--- config.mk ---
export PLATFORM = sky130hd
export DESIGN_NAME = multi_freq_gen
export DESIGN_NICKNAME = d
export VERILOG_FILES = /design/src/rtl/multi_freq_gen.sv
export SDC_FILE = /design/constraint.sdc
export NUM_CORES = 1
export LEC_CHECK = 0
export BUFFER_PORTS_ARGS = -buffer_cell sky130_fd_sc_hd__buf_2
export CAP_MARGIN = 40
export CORE_MARGIN = 2
export CORE_UTILIZATION = 55
export DETAILED_ROUTE_END_ITERATION = 10
export PLACE_DENSITY = 0.73
export SYNTH_ARGS = -nofsm -noshare
export SYNTH_HDL_FRONTEND = slang
export SYNTH_SLANG_ARGS = --single-unit
--- constraint.sdc ---
create_clock -name clk -period 3.1 [get_ports clk]
set_input_delay 0.465 -clock clk [delete_from_list [all_inputs] [get_ports clk]]
set_output_delay 0.465 -clock clk [all_outputs]
set_load 0.02 [all_outputs]
--- src/rtl/multi_freq_gen.sv ---
// Multi-channel programmable clock generator: per-channel high/low/phase counts,
// phase-aligned start after period_stable, glitch-free reconfiguration at period boundaries.
module multi_freq_gen #(
    parameter int N_CH  = 4,
    parameter int CNT_W = 16
) (
    input  logic                      clk,
    input  logic                      RST_N,
    input  logic                      PWRDWN,
    input  logic                      period_stable,
    input  logic                      cfg_valid,
    output logic                      cfg_ready,
    input  logic [3:0]                cfg_ch,
    input  logic [CNT_W-1:0]          cfg_high,
    input  logic [CNT_W-1:0]          cfg_low,
    input  logic [CNT_W-1:0]          cfg_phase,
    output logic                      cfg_err,
    output logic [N_CH-1:0]           out,
    output logic [N_CH*(CNT_W+1)-1:0] out_period,
    output logic                      running
);
    localparam logic [CNT_W-1:0] CNT_ONE = {{(CNT_W-1){1'b0}}, 1'b1};

    typedef enum logic [1:0] {IDLE = 2'd0, ALIGN = 2'd1, RUN = 2'd2} state_t;

    state_t          state_reg, state_next;
    logic            gen_ok;
    logic            cfg_accept;
    logic            cfg_bad;
    logic            cfg_err_reg;
    logic [N_CH-1:0] started_vec;
    logic [N_CH-1:0] start_now;

    assign gen_ok     = period_stable && !PWRDWN;
    assign cfg_ready  = RST_N && !PWRDWN;
    assign cfg_accept = cfg_valid && cfg_ready;
    assign cfg_bad    = (cfg_high == '0) || (cfg_low == '0) || ({28'd0, cfg_ch} >= 32'(N_CH));
    assign cfg_err    = cfg_err_reg;

    always_ff @(posedge clk or negedge RST_N) begin
        if (!RST_N) begin
            state_reg <= IDLE;
        end else begin
            state_reg <= state_next;
        end
    end

    // ALIGN completes on the edge where the last waiting channel fires
    always_comb begin
        state_next = state_reg;
        case (state_reg)
            IDLE:    if (gen_ok) state_next = ALIGN;
            ALIGN: begin
                if (!gen_ok)
                    state_next = IDLE;
                else if (&(started_vec | start_now))
                    state_next = RUN;
            end
            RUN:     if (!gen_ok) state_next = IDLE;
            default: state_next = IDLE;
        endcase
    end

    always_comb begin
        running = (state_reg == RUN);
    end

    always_ff @(posedge clk or negedge RST_N) begin
        if (!RST_N) begin
            cfg_err_reg <= 1'b0;
        end else begin
            cfg_err_reg <= cfg_accept && cfg_bad;
        end
    end

    for (genvar gi = 0; gi < N_CH; gi++) begin : g_ch
        logic             wr;
        logic [CNT_W-1:0] sh_high_reg, sh_low_reg, sh_phase_reg;
        logic [CNT_W-1:0] sh_high_next, sh_low_next, sh_phase_next;
        logic [CNT_W-1:0] act_high_reg, act_low_reg;
        logic [CNT_W-1:0] cnt_reg, phase_cnt_reg;
        logic             out_reg, started_reg;

        assign wr            = cfg_accept && !cfg_bad && (cfg_ch == 4'(gi));
        assign sh_high_next  = wr ? cfg_high  : sh_high_reg;
        assign sh_low_next   = wr ? cfg_low   : sh_low_reg;
        assign sh_phase_next = wr ? cfg_phase : sh_phase_reg;

        assign start_now[gi]   = !started_reg && (phase_cnt_reg == '0);
        assign started_vec[gi] = started_reg;
        assign out[gi]         = out_reg;
        assign out_period[gi*(CNT_W+1) +: (CNT_W+1)] = {1'b0, act_high_reg} + {1'b0, act_low_reg};

        // cnt_reg holds the remaining cycles of the current high or low half
        always_ff @(posedge clk or negedge RST_N) begin
            if (!RST_N) begin
                sh_high_reg   <= CNT_ONE;
                sh_low_reg    <= CNT_ONE;
                sh_phase_reg  <= '0;
                act_high_reg  <= CNT_ONE;
                act_low_reg   <= CNT_ONE;
                cnt_reg       <= '0;
                phase_cnt_reg <= '0;
                out_reg       <= 1'b0;
                started_reg   <= 1'b0;
            end else begin
                sh_high_reg  <= sh_high_next;
                sh_low_reg   <= sh_low_next;
                sh_phase_reg <= sh_phase_next;
                if (state_reg == IDLE) begin
                    act_high_reg  <= sh_high_next;
                    act_low_reg   <= sh_low_next;
                    phase_cnt_reg <= sh_phase_next;
                    cnt_reg       <= '0;
                    out_reg       <= 1'b0;
                    started_reg   <= 1'b0;
                end else if (!gen_ok) begin
                    cnt_reg       <= '0;
                    phase_cnt_reg <= '0;
                    out_reg       <= 1'b0;
                    started_reg   <= 1'b0;
                end else if (!started_reg) begin
                    if (phase_cnt_reg == '0) begin
                        act_high_reg <= sh_high_reg;
                        act_low_reg  <= sh_low_reg;
                        cnt_reg      <= sh_high_reg - CNT_ONE;
                        out_reg      <= 1'b1;
                        started_reg  <= 1'b1;
                    end else begin
                        phase_cnt_reg <= phase_cnt_reg - CNT_ONE;
                    end
                end else if (cnt_reg != '0) begin
                    cnt_reg <= cnt_reg - CNT_ONE;
                end else if (out_reg) begin
                    out_reg <= 1'b0;
                    cnt_reg <= act_low_reg - CNT_ONE;
                end else begin
                    // period boundary: adopt the shadow as it stood before this edge
                    act_high_reg <= sh_high_reg;
                    act_low_reg  <= sh_low_reg;
                    cnt_reg      <= sh_high_reg - CNT_ONE;
                    out_reg      <= 1'b1;
                end
            end
        end
    end
endmodule

Word-level counts from Yosys, hierarchy flattened

Index checks and enable logic that the tools add are counted.

Multiplexer cells: 145
Equal/unequal tests: 32
Bitwise gates (word level): 1
Add/subtract/negate cells: 20
Reductions and logical operators: 52
$lt $le $gt $ge: 1

Operators with widths:

| kind                                                                     | number |
|---|---|
| 16-bit two-way mux                                                       | 100 |
| 16-bit by 1-bit subtractor with 16-bit output (second input constant)    | 16 |
| 16-bit logical NOT                                                       | 6 |
| 16-bit by 16-bit adder with 17-bit output                                | 4 |
| 16-bit nonzero test                                                      | 4 |
| 1-bit two-way mux                                                        | 40 |
| 3-bit by 2-bit inequality test with 1-bit output (second input constant) | 13 |
| 4-bit AND reduction                                                      | 5 |
| 4-bit by 1-bit inequality test with 1-bit output (second input constant) | 4 |
| 2-bit AND reduction                                                      | 8 |
| 1-bit logical AND                                                        | 13 |
| 3-bit inequality test (second input constant)                            | 4 |
| 3-bit nonzero test                                                       | 4 |
| 4-bit by 2-bit equality test with 1-bit output (second input constant)   | 2 |
| 2-bit two-way mux                                                        | 4 |
| 4-bit by 3-bit inequality test with 1-bit output (second input constant) | 2 |
| 4-bit inequality test (second input constant)                            | 2 |
| 1-bit logical NOT                                                        | 6 |
| 2-bit one-hot mux with 3 select lines                                    | 1 |
| 4-bit by 1-bit equality test with 1-bit output (second input constant)   | 1 |
| 4-bit by 3-bit >= comparator with 1-bit output (second input constant)   | 1 |
| 4-bit logical NOT                                                        | 1 |
| 2-bit inequality test (second input constant)                            | 2 |
| 4-bit OR                                                                 | 1 |
| 6 further kinds                                                          | 7 |

Register bits: 459
Output and inout port bits: 75
Bits of input ports: 57

Longest topological paths before layout

Gate-level depths: netlist of run 1.

Depth in word-level cells: 8
Mapped depth: 10

Least setup slack after synthesis of run 1

No wires, ideal clock.

Path type: register to output
Start: register g_ch[1].act_low_reg[0]
End: output out_period[33]
Data arrival time: 2.459 ns
Buffers on the path: 0
Cell stages (with the launch flop): 9
Slack: 0.176 ns
Cell sequence: dfstp_2 > ha_1 > fa_1 > a21o_1 > a221oi_1 > nand4b_1 > a31o_2 > a31oi_1 > o21ai_0

Longest elaborated chain between the ends: 1

RTL lines:

| item                                      | RTL line | RTL |
|---|---|---|
| from (decl)                               | 80       | `logic [CNT_W-1:0] act_high_reg, act_low_reg;` |
| from (signal assigned)                    | 112      | `act_low_reg <= sh_low_next;` |
| from (signal assigned)                    | 125      | `act_low_reg <= sh_low_reg;` |
| from (signal assigned)                    | 140      | `act_low_reg <= sh_low_reg;` |
| 16-bit by 16-bit adder with 17-bit output | 92       | `assign out_period[gi*(CNT_W+1) +: (CNT_W+1)] = {1'b0, act_high_reg} + {1'b0, act_low_reg};` |
| to (decl)                                 | 19       | `output logic [N_CH*(CNT_W+1)-1:0] out_period,` |

Every way passes these cells.

Worst setup path in the final report of run 1

Start: register g_ch[0].act_low_reg[0]
End: output out_period[14]

Longest elaborated chain between the ends: 1

RTL lines:

| item                                      | RTL line |
|---|---|
| from (decl)                               | 80 |
| from (signal assigned)                    | 112 |
| from (signal assigned)                    | 125 |
| from (signal assigned)                    | 140 |
| 16-bit by 16-bit adder with 17-bit output | 92 |

Every way passes these cells.

==> out/results.txt, run 1 <==
Status -> finished with violations
Failing checks -> negative setup slack
Hold Vio Cnt, Final -> 0
Clk Latency, worst-skew pair -> 610 ps
Congestion Overflow GR -> 0
Reg2reg start -> g_ch[0].cnt_reg[0]
Vias per inst -> 6.509
CTS tree -> built
Number of synthesized flops with an enable pin -> 0
Syn_nets -> 2978
Final Util -> 0.6622
Max Fclk -> 287.3 MHz
LEAKAGE -> 14.80 nW
Clock sinks -> 459
Synth top area cells -> dfrtp_1 (41%), mux2_2 (7.8%), ha_1 (4.1%)
Syn-to-layout area delta -> 19.18%
Hold WS -> 196.8 ps
Clock slew at reported path FFs -> 70 ps
Worst Min Path Start -> cfg_phase[11]
Tightest Hold Check Type -> input pin to register
I/O Pins -> 132
CP Max Fanout -> 2
Max cap viols -> 0
PwrDens -> 678.5 mW/mm2
Die span in y -> 226.1 um
Area of the multi-input gates -> 0.01551 mm2
Mapped cell area -> 0.02714 mm2
Final setup margin -> -380.4 ps
Worst r2r path cells -> 9
Die Area -> 0.05114 mm2
Seq/Total Area, Yosys -> 0.4239
Routed via count -> 24350
RSZ-0062 raised after global routing -> yes
Global-route wire length before repair -> 135.1 mm
Tightest Pin Transition -> 925.2 ps
Kind of critical path -> register to output port
Core footprint -> 0.04885 mm2
DR iter-0 viols -> 2613
Peak supply drop -> 0.0005191 V
Initial cell density of the core -> 0.5556
Synth cell count leaders -> dfrtp_1 (443), nor2_1 (278), nand2_1 (221)
All-Layer GR Usage -> 0.3420
Number of global-route vias before repair -> 23620
Post-DP HPWL -> 59.83 mm
Clk_skew -> 33.04 ps
Cells after DPL -> 3586
First drt pass iteration count -> 5
NumNets Final -> 3179
Drt drc -> 0
Total wire length -> 89.04 mm
Final Slew Violations -> 0
CTS buffer count -> 51
Top FF cell, synth -> dfrtp_1
Post-synth ARST share -> 1.000
Relative slew margins -> 0.3832
Tmin final -> 3480 ps
CP arrival -> 3020 ps
Crit share post-route -> 1.123
Hold path depth -> 2
Fin area -> 0.03235 mm2
Rows -> 81
Final Setup Violations -> 29
Avg Inst Size Synth -> 9.594 um2
YS warnings -> 0
Clk buf depth -> 3
Unique cell type count in the Yosys netlist -> 82
Cell with the most instances after synthesis -> dfrtp_1
Initial antenna violation count -> 4
Root buffer cell -> clkbuf_16
Per-cell routed wire length -> 23.80 um
H-tree levels -> 2
Crit path launch type -> register
FF-to-FF End -> g_ch[0].cnt_reg[11]
Top-area cell type share of the netlist area -> 0.4084
GP Congestion -> 0.9637
WP data required -> 2630 ps
Die width -> 226.1 um
ANT nets after route -> 0
Critical path endpoint category -> output port
FILL cells -> 3809
Reg2Reg Setup Slack -> 160 ps
Hold worst-path end -> g_ch[2].sh_phase_reg[11]
Layout cells sized above 1 -> 0.2738
Placed inst area -> 0.02919 mm2
Synth Instances -> 2829
Final std cells w/o fill -> 3741
FF+latch count, synth -> 459
Synth area leader -> dfrtp_1
Port-buffer cells -> 131
Storage element area -> 0.01153 mm2
Largest net degree at the start of global routing -> 154
==> cell families (layout without fill, tap and decap cells) <==
family	count (synthesis)	in the layout	synth area share
DFF	459	459	0.4239
adders and majority gates	92	92	0.04352
muxes	207	207	0.08496
other	0	5	0
AOI/OAI and AO/OA	664	664	0.1700
xor gates and xnor gates	207	207	0.06680
buffers and inverters	241	484	0.03623
and+or+nand+nor	959	959	0.1746
==> metrics by stage <==
stage          setup slack [ps]  TNS [ps]  total power [mW]
4_1_cts                  -364.7     -3909             21.47
2_1_floorplan             175.9         0             12.28
5_1_grt                  -462.8     -6865             22.97
3_3_place_gp             -80.02    -110.0             14.38
3_5_place_dp             -86.39    -164.1             14.58
6_report                 -380.4     -4639             21.95
==> worst max-delay path by stage <==
stage,from,end,slack (ps)
2_1_floorplan,g_ch[1].act_low_reg[0],out_period[33],180
3_3_place_gp,g_ch[2].act_high_reg[1],out_period[49],-80
3_5_place_dp,g_ch[2].act_high_reg[1],out_period[49],-90
4_1_cts,g_ch[0].act_low_reg[0],out_period[14],-360
5_1_grt,g_ch[0].act_high_reg[0],out_period[14],-460
6_report,g_ch[0].act_low_reg[0],out_period[14],-380
==> cell type report <==
class	count	share of cell area
antenna	5	0.0003868
clock buffer	71	0.04708
clock inverter	24	0.008665
inverter	68	0.007891
multi-input combinational	2129	0.4796
sequential	459	0.3563
tap	664	0.02568
timing repair buffer	321	0.07439
==> cells in the final DEF (no fill, tap or decap), types with 16 or more instances in the layout <==
cell       count
or2_2         42
buf_2         97
nand2_1      220
mux2i_1       20
nand3_1       62
nor4_1        71
xnor2_1      109
inv_1         67
or4_1         33
nand4_1       25
or3_1         26
xor2_1        94
a21oi_1       99
clkbuf_16     52
mux2_2       187
o221a_2       38
buf_4        198
a31oi_1       30
o22ai_1       89
nor3_1        90
a22oi_1       40
dfstp_2       16
o31ai_1       19
ha_4          29
ha_1          58
dfrtp_2       16
o21a_1        24
nor2_1       269
o21ai_0      105
a21o_1        25
dfrtp_1      427
==> repair_timing <==
item / 4_1_cts / 5_1_grt
hold buffers: 1 / 0
endpoints found under the hold margin: 89 / 0
endpoints found under the setup margin: 40 / 39
pin swaps: 62 / 62
setup buffers: 40 / 21
resized for setup: 115 / 76
==> report_power, final <==
part           internal (mW)  total (mW)  switching (mW)
logic                   3.38        7.88            4.50
registers               6.75        7.63           0.874
clock network           3.79        6.44            2.65
==> worst max-delay path, stage by stage (launching register included) <==
cell and delay [ps]:
dfstp_2 380, ha_4 160, fa_2 350, a21o_1 200
a211oi_2 300, o211ai_1 160, and2_4 200, a311oi_2 270
buf_4 160, xnor2_2 100, buf_4 150
==> layer usage <==
layer,vias to the layer above,global-route usage,wire [um]
met3,272,0.05946,7200
met4,4,0.1602,4652
met1,12040,0.4617,36410
li1,10850,-,-
met2,1177,0.5378,40750
met5,-,0,22
Power figures use the tool's default switching activity.
==> run 2, diff against run 1 <==
Settings changed: ABC_AREA set to 1, PLACE_DENSITY 0.73 to 0.72, RECOVER_POWER set to 100.
==> out/results.txt, run 2 <==
ANT nets after route -> 0 (unchanged)
WP data required -> 2630 ps (about the same)
YS warnings -> 0 (unchanged)
Tmin final -> 3045 ps (-435.8 ps)
Final Setup Violations -> 0 (-100%)
Port-buffer cells -> 131 (unchanged)
CP top delay family -> adder cells
Peak supply drop -> 0.0004147 V (-20%)
H-tree levels -> 2 (unchanged)
Post-synth ARST share -> 1.000 (unchanged)
Number of synthesized flops with an enable pin -> 0 (unchanged)
Unique cell type count in the Yosys netlist -> 52 (-37%)
Reg2Reg Setup Slack -> 230 ps (+70 ps)
Number of global-route vias before repair -> 27410 (+16%)
Mapped cell area -> 0.03113 mm2 (+15%)
Status -> finished with violations
CTS buffer count -> 52 (+2.0%)
Simple-gate area share of the yosys netlist -> 0.3014 (+0.1268)
All-Layer GR Usage -> 0.3232 (-0.01883)
Crit share post-route -> 0.9821 (-0.1406)
Crit path largest cell delay -> 400 ps (+20 ps)
Initial cell density of the core -> 0.5542 (-0.001388)
Synth Area in Adders -> 0.03794 (-0.005576)
Storage element area -> 0.01151 mm2 (-0.13%)
Cell with the most instances after synthesis -> nand2_1
Final setup margin -> 55.43 ps (+435.8 ps)
Post-synthesis compound-gate area fraction -> 0.1486 (-0.02142)
Tightest Pin Transition -> 1817 ps (+891.5 ps)
Seq/Total Area, Yosys -> 0.3696 (-0.05432)
Tightest Hold Check Type -> input pin to register
Synth Instances -> 4453 (+57%)
FF-to-FF End -> g_ch[3].cnt_reg[12]
Failing checks -> max-capacitance violations, max-slew violations
Total power -> 19.12 mW (-13%)
CP bufs+invs -> 2 (unchanged)
Post-DP HPWL -> 68.45 mm (+14%)
Kind of critical path -> register to output port
Avg Inst Size Synth -> 6.991 um2 (-27%)
Clk Latency, worst-skew pair -> 620 ps (about the same)
Clk_skew -> 41.00 ps (+7.962 ps)
Crit path from -> g_ch[2].act_low_reg[0]
Most used cell along the critical path -> nand2_2
Per-cell routed wire length -> 17.89 um (-25%)
Hold path depth -> 3 (+1)
Crit path launch type -> register
Top-area cell type share of the netlist area -> 0.3561 (-0.05234)
N_diodes -> 0 (-5)
Synth cell count leaders -> nand2_1 (997), nor2_1 (684), inv_1 (521)
Largest net degree at the start of global routing -> 126 (-18%)
Most common cell after layout, fill and taps aside -> nand2_1
Vias per inst -> 5.560 (-15%)
Most frequent cells in the layout -> nand2_1 (994), nor2_1 (684), inv_1 (523)
I/O Pins -> 132 (unchanged)
FILL cells -> 5316 (+40%)
Area of the multi-input gates -> 0.01680 mm2 (+8.3%)
NumNets Final -> 4689 (+47%)
Initial antenna violation count -> 0 (-4)
Pre-CTS WS -> 449.4 ps (+535.8 ps)
Final Slew Violations -> 159 (+159)
Die span in y -> 241.9 um (+7.0%)
DR iter-0 viols -> 2987 (+14%)
Hold Vio Cnt, Final -> 0 (unchanged)
Max Fclk -> 328.5 MHz (+14%)
PwrDens -> 553.7 mW/mm2 (-18%)
Clk buf depth -> 3 (unchanged)
FF+latch count, synth -> 459 (unchanged)
Syn_nets -> 4602 (+55%)
Largest family of logic cells by synthesized area -> simple AND/OR/NAND/NOR gates
Worst r2r path cells -> 13 (+4)
Total wire length -> 95.55 mm (+7.3%)
Root buffer cell -> clkbuf_16
CP max-delay cell -> fa_2
Die width -> 241.9 um (+7.0%)
Congestion Overflow GR -> 0 (unchanged)
Routed via count -> 29690 (+22%)
Relative slew margins -> -0.2112 (-0.5944)
CP Max Fanout -> 3 (+1)
Clock sinks -> 459 (unchanged)
GP Congestion -> 0.9990 (+3.7%)
RSZ-0062 raised after global routing -> yes
Drt drc -> 0 (unchanged)
Reg2reg start -> g_ch[3].phase_cnt_reg[0]
Cells after DPL -> 5227 (+46%)
Hold worst-path end -> g_ch[0].sh_low_reg[2]
Die Area -> 0.05852 mm2 (+14%)
Layout cells sized above 1 -> 0.08442 (-0.1893)
Synth top area cells -> dfrtp_1 (36%), nand2_1 (12%), nor2_1 (8.2%)
Clock slew at reported path FFs -> 60 ps (about the same)
Synth area leader -> dfrtp_1
Proportion of synthesized area in mux cells -> 0 (-0.08496)
CTS tree -> built
Core footprint -> 0.05617 mm2 (+15%)
Top FF cell, synth -> dfrtp_1
Critical path endpoint category -> output port
Synth Area in XOR/XNOR -> 0.04417 (-0.02263)
Global-route wire length before repair -> 151.8 mm (+12%)
CP arrival -> 2580 ps (-440 ps)
Final std cells w/o fill -> 5340 (+43%)
First drt pass iteration count -> 8 (+3)
Syn-to-layout area delta -> 10.90%
Worst Min Path Start -> cfg_low[2]
Rows -> 87 (+7.4%)
Max cap viols -> 2 (+2)
Crit-path cells -> ha_2 -> fa_2 -> nand3_2 -> nand2_2 -> a21oi_4 -> inv_2 -> nand2_1 -> nand2_2 -> a21oi_2 -> xor2_1 -> buf_4
LEAKAGE -> 17.07 nW (+15%)
run 2: changes by cell type in the layout (fill, tap and decap cells not counted), moves of 97 or more:
cell,before,now
nor2_1,269,684
nand2_1,220,994
o21ai_0,105,212
inv_1,67,523
o211ai_1,12,110
mux2_2,187,0
o21a_1,24,121
buf_4,198,71
a21oi_1,99,243
nand3_1,62,281
run 2: layer usage:
| layer | share of wire | wire [um] | up-vias | global-route usage |
|---|---|---|---|---|
| li1 | - | - | 14580 | - |
| met4 | 0.042 | 4031 | 0 | 0.1260 |
| met1 | 0.45 | 42640 | 13890 | 0.4663 |
| met3 | 0.072 | 6875 | 176 | 0.04298 |
| met5 | 0 | 0 | - | 0 |
| met2 | 0.44 | 42000 | 1044 | 0.4945 |
run 2: through the flow:
step	cell area (um2)	setup TNS (ps)	util	hold slack, ps
final	34520	0	0.6146	146.0
after detailed placement	32480	0	0.5783	311.2
after global placement	32430	0	0.5774	309.0
after CTS	34470	-13.32	0.6137	129.2
after global routing	34520	-489.4	0.6146	165.0
after floorplan	31130	0	-	169.4
run 2: worst reg2reg max path, stage by stage, from the launching register on:
cell and delay, ps:
dfrtp_1 370, inv_1 130, ha_1 170, nand2_1 50
nor2_1 110, nand2_1 170, nand2_4 180, inv_1 250
nor2_4 160, clkbuf_1 640, o21ai_0 310, nor2_1 150
nand2_1 70, nand2_1 60
run 2: logic make-up (layout without fill, tap and decap cells):
family,count (synthesis),count (layout)
adder cells (fa/ha/maj),92,92
XOR/XNOR,157,157
AND/OR/NAND/NOR,2221,2221
AO/OA/AOI/OAI,790,790
buffers and inverters,734,865
flip-flops,459,459
run 2: power by group:
group / leakage (nW) / total [mW] / internal, mW / switching (mW)
Combinational: 11.2 / 5.01 / 1.80 / 3.21
Clock: 0.920 / 6.87 / 4.14 / 2.73
Sequential: 4.90 / 7.23 / 6.61 / 0.618
Total: 17.1 / 19.1 / 12.6 / 6.56
run 2: layout make-up:
| type | instances | area share |
|---|---|---|
| Clock buffer | 70 | 0.04316 |
| Clock inverter | 28 | 0.01160 |
| Inverter | 544 | 0.05929 |
| Multi-Input combinational cell | 3260 | 0.4867 |
| Sequential cell | 459 | 0.3334 |
| Tap cell | 756 | 0.02740 |
| Timing Repair Buffer | 223 | 0.03838 |
run 2: worst max path at each step:
stage	to	slack [ps]	cells after the start
2_1_floorplan	out_period[63]	610	10
5_1_grt	out_period[66]	-70	7
6_report	out_period[46]	60	11
3_3_place_gp	out_period[27]	500	10
3_5_place_dp	out_period[46]	450	11
4_1_cts	out_period[46]	-10	11
run 2: repair_timing:
action	CTS	global route
endpoints found under the hold margin	8	0
setup buffers	3	11
resized for setup	25	44
hold buffers	1	0
pin swaps	5	16
endpoints found under the setup margin	19	27
